`src/rtl/mem_arbiter_if.sv`:
```
// rtl/mem_arbiter_if.sv - fetch/data request ports and memory-controller request bundle
interface mem_arbiter_if #(
  parameter int ADDR_W = 32
);
  logic              i_valid;
  logic [ADDR_W-1:0] i_addr;
  logic              i_ready;
  logic [31:0]       i_data;

  logic              d_valid;
  logic              d_wr;
  logic [ADDR_W-1:0] d_addr;
  logic [2:0]        d_len;
  logic [31:0]       d_wdata;
  logic              d_ready;
  logic [31:0]       d_rdata;

  logic              mc_valid;
  logic              mc_wr;
  logic [ADDR_W-1:0] mc_addr;
  logic [2:0]        mc_len;
  logic [31:0]       mc_data;
  logic              mc_ready;
  logic [31:0]       mc_res;

  // Arbiter side: accepts port requests, drives the controller request.
  modport slave (
    input  i_valid, i_addr, d_valid, d_wr, d_addr, d_len, d_wdata, mc_ready, mc_res,
    output i_ready, i_data, d_ready, d_rdata, mc_valid, mc_wr, mc_addr, mc_len, mc_data
  );

  // Environment side: requesters plus the memory controller.
  modport master (
    output i_valid, i_addr, d_valid, d_wr, d_addr, d_len, d_wdata, mc_ready, mc_res,
    input  i_ready, i_data, d_ready, d_rdata, mc_valid, mc_wr, mc_addr, mc_len, mc_data
  );
endinterface

```
`src/rtl/mem_arbiter.sv`:
```
// rtl/mem_arbiter.sv - two-port fetch/data arbiter in front of the byte-serial memory controller
module mem_arbiter #(
  parameter int ADDR_W = 32
) (
  input  logic         clk_in,
  input  logic         rst_in,
  input  logic         rdy_in,
  input  logic         flush,
  mem_arbiter_if.slave bus
);

  typedef enum logic {IDLE = 1'b0, BUSY = 1'b1} state_e;

  state_e            state_q, state_d;
  logic              owner_is_d_q, owner_is_d_d;  // 0 = fetch port owns the controller
  logic              first_q, first_d;            // first BUSY cycle, controller result not yet meaningful
  logic              drop_q, drop_d;              // in-flight fetch was flushed, swallow its completion
  logic              last_d_q, last_d_d;          // previous grant went to the data port
  logic              mc_valid_q, mc_valid_d;
  logic              mc_wr_q, mc_wr_d;
  logic [ADDR_W-1:0] mc_addr_q, mc_addr_d;
  logic [2:0]        mc_len_q, mc_len_d;
  logic [31:0]       mc_data_q, mc_data_d;

  logic i_cand, grant_i, grant_d, complete;
  logic i_ready_c, d_ready_c;

  // Grant selection, request latching and completion pulses
  always_comb begin
    state_d      = state_q;
    owner_is_d_d = owner_is_d_q;
    first_d      = first_q;
    drop_d       = drop_q;
    last_d_d     = last_d_q;
    mc_valid_d   = mc_valid_q;
    mc_wr_d      = mc_wr_q;
    mc_addr_d    = mc_addr_q;
    mc_len_d     = mc_len_q;
    mc_data_d    = mc_data_q;
    i_ready_c    = 1'b0;
    d_ready_c    = 1'b0;

    // A flushed fetch is never granted; when both wait, the port not served last wins.
    i_cand   = bus.i_valid && !flush;
    grant_d  = bus.d_valid && !(i_cand && last_d_q);
    grant_i  = i_cand && !grant_d;
    complete = (state_q == BUSY) && !first_q && bus.mc_ready;

    if (rdy_in) begin
      case (state_q)
        IDLE: begin
          if (grant_i || grant_d) begin
            state_d      = BUSY;
            owner_is_d_d = grant_d;
            first_d      = 1'b1;
            drop_d       = 1'b0;
            last_d_d     = grant_d;
            mc_valid_d   = 1'b1;
            if (grant_d) begin
              mc_wr_d   = bus.d_wr;
              mc_addr_d = bus.d_addr;
              mc_len_d  = bus.d_len;
              mc_data_d = bus.d_wdata;
            end else begin
              mc_wr_d   = 1'b0;
              mc_addr_d = bus.i_addr;
              mc_len_d  = 3'b010;
              mc_data_d = '0;
            end
          end
        end
        BUSY: begin
          first_d = 1'b0;
          // The controller cannot be aborted, so a flushed fetch runs on and is only muted.
          if (flush && !owner_is_d_q) begin
            drop_d = 1'b1;
          end
          if (complete) begin
            state_d    = IDLE;
            mc_valid_d = 1'b0;
            mc_wr_d    = 1'b0;
            mc_len_d   = 3'b000;
            d_ready_c  = owner_is_d_q;
            i_ready_c  = !owner_is_d_q && !drop_q && !flush;
          end
        end
        default: begin
          state_d = IDLE;
        end
      endcase
    end
  end

  // State and controller-request registers
  always_ff @(posedge clk_in or posedge rst_in) begin
    if (rst_in) begin
      state_q      <= IDLE;
      owner_is_d_q <= 1'b0;
      first_q      <= 1'b0;
      drop_q       <= 1'b0;
      last_d_q     <= 1'b0;
      mc_valid_q   <= 1'b0;
      mc_wr_q      <= 1'b0;
      mc_addr_q    <= '0;
      mc_len_q     <= 3'b000;
      mc_data_q    <= '0;
    end else begin
      state_q      <= state_d;
      owner_is_d_q <= owner_is_d_d;
      first_q      <= first_d;
      drop_q       <= drop_d;
      last_d_q     <= last_d_d;
      mc_valid_q   <= mc_valid_d;
      mc_wr_q      <= mc_wr_d;
      mc_addr_q    <= mc_addr_d;
      mc_len_q     <= mc_len_d;
      mc_data_q    <= mc_data_d;
    end
  end

  assign bus.mc_valid = mc_valid_q;
  assign bus.mc_wr    = mc_wr_q;
  assign bus.mc_addr  = mc_addr_q;
  assign bus.mc_len   = mc_len_q;
  assign bus.mc_data  = mc_data_q;
  assign bus.i_ready  = i_ready_c;
  assign bus.d_ready  = d_ready_c;
  // Result is forwarded only alongside its ready pulse, so it reads 0 otherwise.
  assign bus.i_data   = i_ready_c ? bus.mc_res : 32'd0;
  assign bus.d_rdata  = d_ready_c ? bus.mc_res : 32'd0;

endmodule

```
`src/flat_wrapper.sv`:
```
// flat-port wrapper written by rule: the top's interface ports become plain ports
module mem_arbiter_flat 
#(
  parameter int ADDR_W = 32
)
  (clk_in, rst_in, rdy_in, flush, bus_i_valid, bus_i_addr, bus_d_valid, bus_d_wr, bus_d_addr, bus_d_len, bus_d_wdata, bus_mc_ready, bus_mc_res, bus_i_ready, bus_i_data, bus_d_ready, bus_d_rdata, bus_mc_valid, bus_mc_wr, bus_mc_addr, bus_mc_len, bus_mc_data);
  mem_arbiter_if #(.ADDR_W(ADDR_W)) bus_i ();
  input  logic clk_in;
  input  logic rst_in;
  input  logic rdy_in;
  input  logic flush;
  input wire logic [$bits(bus_i.i_valid)-1:0] bus_i_valid;
  input wire logic [$bits(bus_i.i_addr)-1:0] bus_i_addr;
  input wire logic [$bits(bus_i.d_valid)-1:0] bus_d_valid;
  input wire logic [$bits(bus_i.d_wr)-1:0] bus_d_wr;
  input wire logic [$bits(bus_i.d_addr)-1:0] bus_d_addr;
  input wire logic [$bits(bus_i.d_len)-1:0] bus_d_len;
  input wire logic [$bits(bus_i.d_wdata)-1:0] bus_d_wdata;
  input wire logic [$bits(bus_i.mc_ready)-1:0] bus_mc_ready;
  input wire logic [$bits(bus_i.mc_res)-1:0] bus_mc_res;
  output wire logic [$bits(bus_i.i_ready)-1:0] bus_i_ready;
  output wire logic [$bits(bus_i.i_data)-1:0] bus_i_data;
  output wire logic [$bits(bus_i.d_ready)-1:0] bus_d_ready;
  output wire logic [$bits(bus_i.d_rdata)-1:0] bus_d_rdata;
  output wire logic [$bits(bus_i.mc_valid)-1:0] bus_mc_valid;
  output wire logic [$bits(bus_i.mc_wr)-1:0] bus_mc_wr;
  output wire logic [$bits(bus_i.mc_addr)-1:0] bus_mc_addr;
  output wire logic [$bits(bus_i.mc_len)-1:0] bus_mc_len;
  output wire logic [$bits(bus_i.mc_data)-1:0] bus_mc_data;
  assign bus_i.i_valid = bus_i_valid;
  assign bus_i.i_addr = bus_i_addr;
  assign bus_i.d_valid = bus_d_valid;
  assign bus_i.d_wr = bus_d_wr;
  assign bus_i.d_addr = bus_d_addr;
  assign bus_i.d_len = bus_d_len;
  assign bus_i.d_wdata = bus_d_wdata;
  assign bus_i.mc_ready = bus_mc_ready;
  assign bus_i.mc_res = bus_mc_res;
  assign bus_i_ready = bus_i.i_ready;
  assign bus_i_data = bus_i.i_data;
  assign bus_d_ready = bus_i.d_ready;
  assign bus_d_rdata = bus_i.d_rdata;
  assign bus_mc_valid = bus_i.mc_valid;
  assign bus_mc_wr = bus_i.mc_wr;
  assign bus_mc_addr = bus_i.mc_addr;
  assign bus_mc_len = bus_i.mc_len;
  assign bus_mc_data = bus_i.mc_data;
  mem_arbiter #(.ADDR_W(ADDR_W)) u_core (.clk_in(clk_in), .rst_in(rst_in), .rdy_in(rdy_in), .flush(flush), .bus(bus_i));
endmodule
```
`config.mk`:
```
export PLATFORM = sky130hd
export DESIGN_NAME = mem_arbiter_flat
export DESIGN_NICKNAME = d
export VERILOG_FILES = /design/src/rtl/mem_arbiter_if.sv /design/src/rtl/mem_arbiter.sv /design/src/flat_wrapper.sv
export SDC_FILE = /design/constraint.sdc
export NUM_CORES = 1
export LEC_CHECK = 0
export ABC_AREA = 1
export BUFFER_PORTS_ARGS = -buffer_cell sky130_fd_sc_hd__buf_2
export CORE_ASPECT_RATIO = 0.5
export CORE_MARGIN = 4
export CORE_UTILIZATION = 30
export DETAILED_ROUTE_END_ITERATION = 8
export PLACE_DENSITY = 0.61
export SYNTH_ARGS = -nofsm -noshare
export SYNTH_HDL_FRONTEND = slang
export SYNTH_SLANG_ARGS = --single-unit
```
`constraint.sdc`:
```
create_clock -name clk_in -period 6.4 [get_ports clk_in]
set_clock_uncertainty 0.05 [all_clocks]
set_input_delay 1.28 -clock clk_in [delete_from_list [all_inputs] [get_ports clk_in]]
set_output_delay 1.28 -clock clk_in [all_outputs]
set_load 0.01 [all_outputs]
```
======== Word-level counts from Yosys, hierarchy flattened ========
Index checks and enable logic that the tools add are counted.
word-level totals
  bits in registers ....................... 73
  output and inout port bits .............. 135
  logic and storage cells ................. 60
cells by class
  equal/unequal tests ..................... 3
  mux-type cells .......................... 27
  bitwise operators ....................... 1
  reduce and logical (&&, ||, !) cells .... 20
operators with widths
  cell                                                    count
  2-to-1 mux 32 bit                                       4
  2-to-1 mux 1 bit                                        14
  case mux 1 bit (2 select lines)                         5
  logical AND 1 bit                                       9
  2-to-1 mux 3 bit                                        3
  AND reduction 3 bit                                     3
  logical NOT 1 bit                                       6
  case mux 3 bit (2 select lines)                         1
  inequality test 2 bit (second input constant)           2
  inequality test 2 x 1 -> 1 bit (second input constant)  1
  AND reduction 2 bit                                     1
  logical OR 1 bit                                        1
  inverter 1 bit                                          1

======== Logic depth before layout (Yosys ltp) ========
  word-level depth ........................ 10
  mapped depth ............................ 9

======== Least setup slack after synthesis ========
No wires, ideal clock.
  path type ............................... in2out
  start point ............................. in bus_mc_ready
  end point ............................... out bus_d_rdata[22]
  arrival time ............................ 1.977 ns
  required time ........................... 5.070 ns
  slack ................................... 3.093 ns
  stages on the path ...................... 5
  path through ............................ inv_1 > nor3_4 > nand2_2 > buf_2 > nor2_1
on the way
  cells in the longest elaborated chain, start to end .. 5
ends and longest elaborated chain
  item               line                RTL
  start, declared    flat_wrapper.sv:19  input wire logic [$bits(bus_i.mc_ready)-1:0] bus_mc_ready;
  logical AND 1 bit  mem_arbiter.sv:47   complete = (state_q == BUSY) && !first_q && bus.mc_ready;
  2-to-1 mux 1 bit   mem_arbiter.sv:78   if (complete) begin
  2-to-1 mux 1 bit   mem_arbiter.sv:50   case (state_q)
  2-to-1 mux 1 bit   mem_arbiter.sv:49   if (rdy_in) begin
  2-to-1 mux 32 bit  mem_arbiter.sv:130  assign bus.d_rdata = d_ready_c ? bus.mc_res : 32'd0;
  end, declared      flat_wrapper.sv:24  output wire logic [$bits(bus_i.d_rdata)-1:0] bus_d_rdata;
Every way passes these cells.

======== Final worst setup path ========
  start point ............................. in rdy_in
  end point ............................... out bus_d_rdata[30]
on the way
  cells in the longest elaborated chain, start to end .. 2
ends and longest elaborated chain
  item               line                RTL
  start, declared    flat_wrapper.sv:10  input logic rdy_in;
  2-to-1 mux 1 bit   mem_arbiter.sv:49
  2-to-1 mux 32 bit  mem_arbiter.sv:130
Every way passes these cells.

==> results.yml <==
run_status:
  outcome: "finished, final reports clean"
clocking:
  cts.root.buffer_cell: "sky130_fd_sc_hd__clkbuf_16"
  h-tree-depth: 3
  clock_tree_from_tritoncts: "built"
  clock-sinks: 73
  buffers_inserted_by_post_cts_timing_repair: 0
  number_of_cts_inserted_buffers: 9
  clk_transition_reported_paths_ns: 0.05
  cts_max_path_buffers: 2
  cts_repair_resize_count: 0
  clkLatencyLatePin_ns: 0.32
  cts_hold_buf: 0
run:
  cap_viol_max_count: 0
route:
  drt_first_iter_violations: 143
  drt_pre_antenna_iters: 5
  postRouteAntennaNets: 0
  avgViaCountPerCell: 4.32
  detail_route.wirelength_um: 13300
  route.detailed.drc: 0
  routedWlPerCell_um: 13.7
  routed-via-count: 4196
critical_path:
  cp.required_ns: 5.07
  cp_slowest_stage_delay_ns: 0.37
  rr_endpoint: "u_core.bus.mc_data[24]"
  reg2regPathDepth: 5
  ff2ff_setup_slack_ns: 4.21
  worstPathMaxFanout: 33
  worst_setup_path_end_kind: "output port"
  worst_setup_path_startpoint: "rdy_in"
  crit_path_cell_trace: "buf_2 -> nand2_1 -> nor3_4 -> nand2_2 -> nor2_1 -> buf_2"
  worstSetupPathType: "in -> out"
  worst_reg2reg_startpoint: "u_core.owner_is_d_q"
  critPathArrivalTime_ns: 2.48
  critical_path.startpoint_type: "input port"
  worst_path_most_repeated_cell: "sky130_fd_sc_hd__buf_2"
  cpMaxStageDelayCell: "sky130_fd_sc_hd__nand2_2"
  critical_path.endpoint: "bus_d_rdata[30]"
global_route:
  groute.usage.overall_pct: 16.5
  grt_pass1_vias: 3849
  global_route.overflow_total: 0
  antenna_violations_before_repair: 0
  grt_start_max_net_pins: 74
  grt_pass1_wl_um: 19500
floorplanning:
  die_w_um: 169
  core.rowCount: 29
  core_area_sq_um: 12700
  initial_core_util_pct: 30.7
  die_y_um: 88.6
  io_pins: 274
  floorplan.die_area_sq_um: 15000
placement:
  buffers_added_on_ports: 273
  place_worst_setup_slack_ns: 2.59
  gp_congestion: 0.760
  dp_cells: 955
  dp_hpwl_um: 10200
sta:
  worst_slew_margin_pct: 36.8
  final-setup-viol-count: 0
  timing.setup.tns_ns: 0
  finalWorstPathRequiredPeriod_ns: 3.81
  worstMarginPinSlew_ns: 0.948
  finalHoldViolCount: 0
  setup_repair_after_global_routing_missed_its_margin: "false"
  finalCritPeriodShare_pct: 59.6
  clock.fmax_mhz: 262
  slew_violations: 0
  postLayoutSetupSlackWorst_ns: 2.59
yosys:
  netlist_top_cells_area: "sky130_fd_sc_hd__dfrtp_1 (47%), sky130_fd_sc_hd__nand2_1 (17%), sky130_fd_sc_hd__inv_1 (7.1%), sky130_fd_sc_hd__nor2_1 (6.4%), sky130_fd_sc_hd__nand3b_1 (6.2%)"
  post_synth_net_total: 682
  synth_area_sq_um: 3900
  synth_seq_cells: 73
  syn_inst: 543
  yosysTopAreaCellShare_pct: 46.8
  synth.distinct_cells: 20
  synth_sequential_area_ratio_pct: 46.8
  number_of_warning_messages_in_the_yosys_log: 0
  synth_top_area_cell: "sky130_fd_sc_hd__dfrtp_1"
  syn_area_per_cell_sq_um: 7.18
finish:
  final_cells: 971
  area_delta_synth_final_pct: 44.5
  n_antenna_cell: 0
  share_of_cells_above_drive_strength_1_pct: 37.5
  final_cell_mix: "sky130_fd_sc_hd__buf_2 (273), sky130_fd_sc_hd__nand2_1 (176), sky130_fd_sc_hd__inv_1 (73), sky130_fd_sc_hd__dfrtp_1 (73), sky130_fd_sc_hd__nor2_1 (66)"
  commonest_non_fill_non_tap_cell_in_the_layout: "sky130_fd_sc_hd__buf_2"
  finish.net_count: 935
power:
  total_power_divided_by_cell_area_nw_per_um2: 331
  p_leak_nw: 3.54
  ir_worst_vdd_v: 0.000151
  power.total_w: 0.00187
worst_hold_path:
  path_class_of_the_lowest_slack_min_delay_path: "reg -> reg"
[per-layer routing]
layer / vias up / track usage [%] / part of all wire, %
met4: 0 / 4.02 / 0.78
met2: 113 / 30.9 / 53
met5: - / 0 / 0
met1: 1911 / 19.8 / 42
met3: 11 / 3.17 / 4.6
li1: 2161 / - / -
[cells in the mapped netlist]
| cell | count |
|---|---|
| sky130_fd_sc_hd__a21oi_1 | 2 |
| sky130_fd_sc_hd__buf_2 | 22 |
| sky130_fd_sc_hd__buf_4 | 4 |
| sky130_fd_sc_hd__clkbuf_1 | 7 |
| sky130_fd_sc_hd__dfrtp_1 | 73 |
| sky130_fd_sc_hd__inv_1 | 74 |
| sky130_fd_sc_hd__inv_2 | 2 |
| sky130_fd_sc_hd__inv_4 | 1 |
| sky130_fd_sc_hd__nand2_1 | 176 |
| sky130_fd_sc_hd__nand2_2 | 2 |
| sky130_fd_sc_hd__nand2_4 | 1 |
| sky130_fd_sc_hd__nand3_1 | 38 |
| sky130_fd_sc_hd__nand3_4 | 1 |
| sky130_fd_sc_hd__nand3b_1 | 32 |
| sky130_fd_sc_hd__nand4_1 | 3 |
| sky130_fd_sc_hd__nor2_1 | 66 |
| sky130_fd_sc_hd__nor3_1 | 1 |
| sky130_fd_sc_hd__nor3_4 | 1 |
| sky130_fd_sc_hd__o21ai_0 | 7 |
| sky130_fd_sc_hd__o21ai_1 | 30 |
[how the worst min path moves through the flow]
stage                           start                endpoint  slack [ns]  cells after the start
2_1_floorplan           u_core.drop_q           u_core.drop_q        0.44                      2
3_3_place_gp   u_core.bus.mc_addr[16]  u_core.bus.mc_addr[16]        0.41                      2
3_5_place_dp   u_core.bus.mc_addr[19]  u_core.bus.mc_addr[19]        0.41                      2
4_1_cts        u_core.bus.mc_addr[19]  u_core.bus.mc_addr[19]        0.43                      2
5_1_grt         u_core.bus.mc_addr[2]   u_core.bus.mc_addr[2]        0.44                      2
6_report       u_core.bus.mc_addr[11]  u_core.bus.mc_addr[11]        0.42                      2
[state kept, by name, summed over array words and instances (netlist names)]
signal	flops
u_core.bus.mc_data	32
u_core.owner_is_d_q	1
u_core.state_q	1
u_core.bus.mc_len	3
u_core.drop_q	1
u_core.first_q	1
u_core.bus.mc_valid	1
u_core.bus.mc_addr	32
u_core.bus.mc_wr	1
[per-stage QoR]
stage	utilization [%]	cell area [sq um]	hold WS, ns
after detailed placement	42.0	5340	0.410
after floorplan	-	3900	0.445
final	44.4	5630	0.420
after global placement	42.0	5340	0.409
after CTS	44.4	5630	0.425
after global routing	44.4	5630	0.439
[cells by family after synthesis]
family | Yosys count | share of synthesized area [%]
compound gates | 39 | 5.00
buf+inv | 110 | 11.7
flops | 73 | 46.8
simple gates | 321 | 36.4
[power breakdown]
| part | leakage (nW) | internal, W | switching (W) |
|---|---|---|---|
| registers | 0.931 | 0.000639 | 0.0000936 |
| logic | 2.46 | 0.000262 | 0.000391 |
| clock network | 0.149 | 0.000303 | 0.000177 |
| total | 3.54 | 0.00120 | 0.000662 |
[worst max-delay path: cells and delay by family]
| kind | cells | cell delay [ns] |
|---|---|---|
| simple gates | 4 | 0.88 |
| buf+inv | 2 | 0.31 |
[layout make-up]
class,count,area (sq um)
Clock buffer,14,284
Clock inverter,2,10.0
Fill cell,1350,7070
Inverter,77,292
Multi-Input combinational cell,360,1630
Sequential cell,73,1830
Tap cell,170,213
Timing Repair Buffer,275,1380
Note: power is estimated with default switching activity, not from simulation.
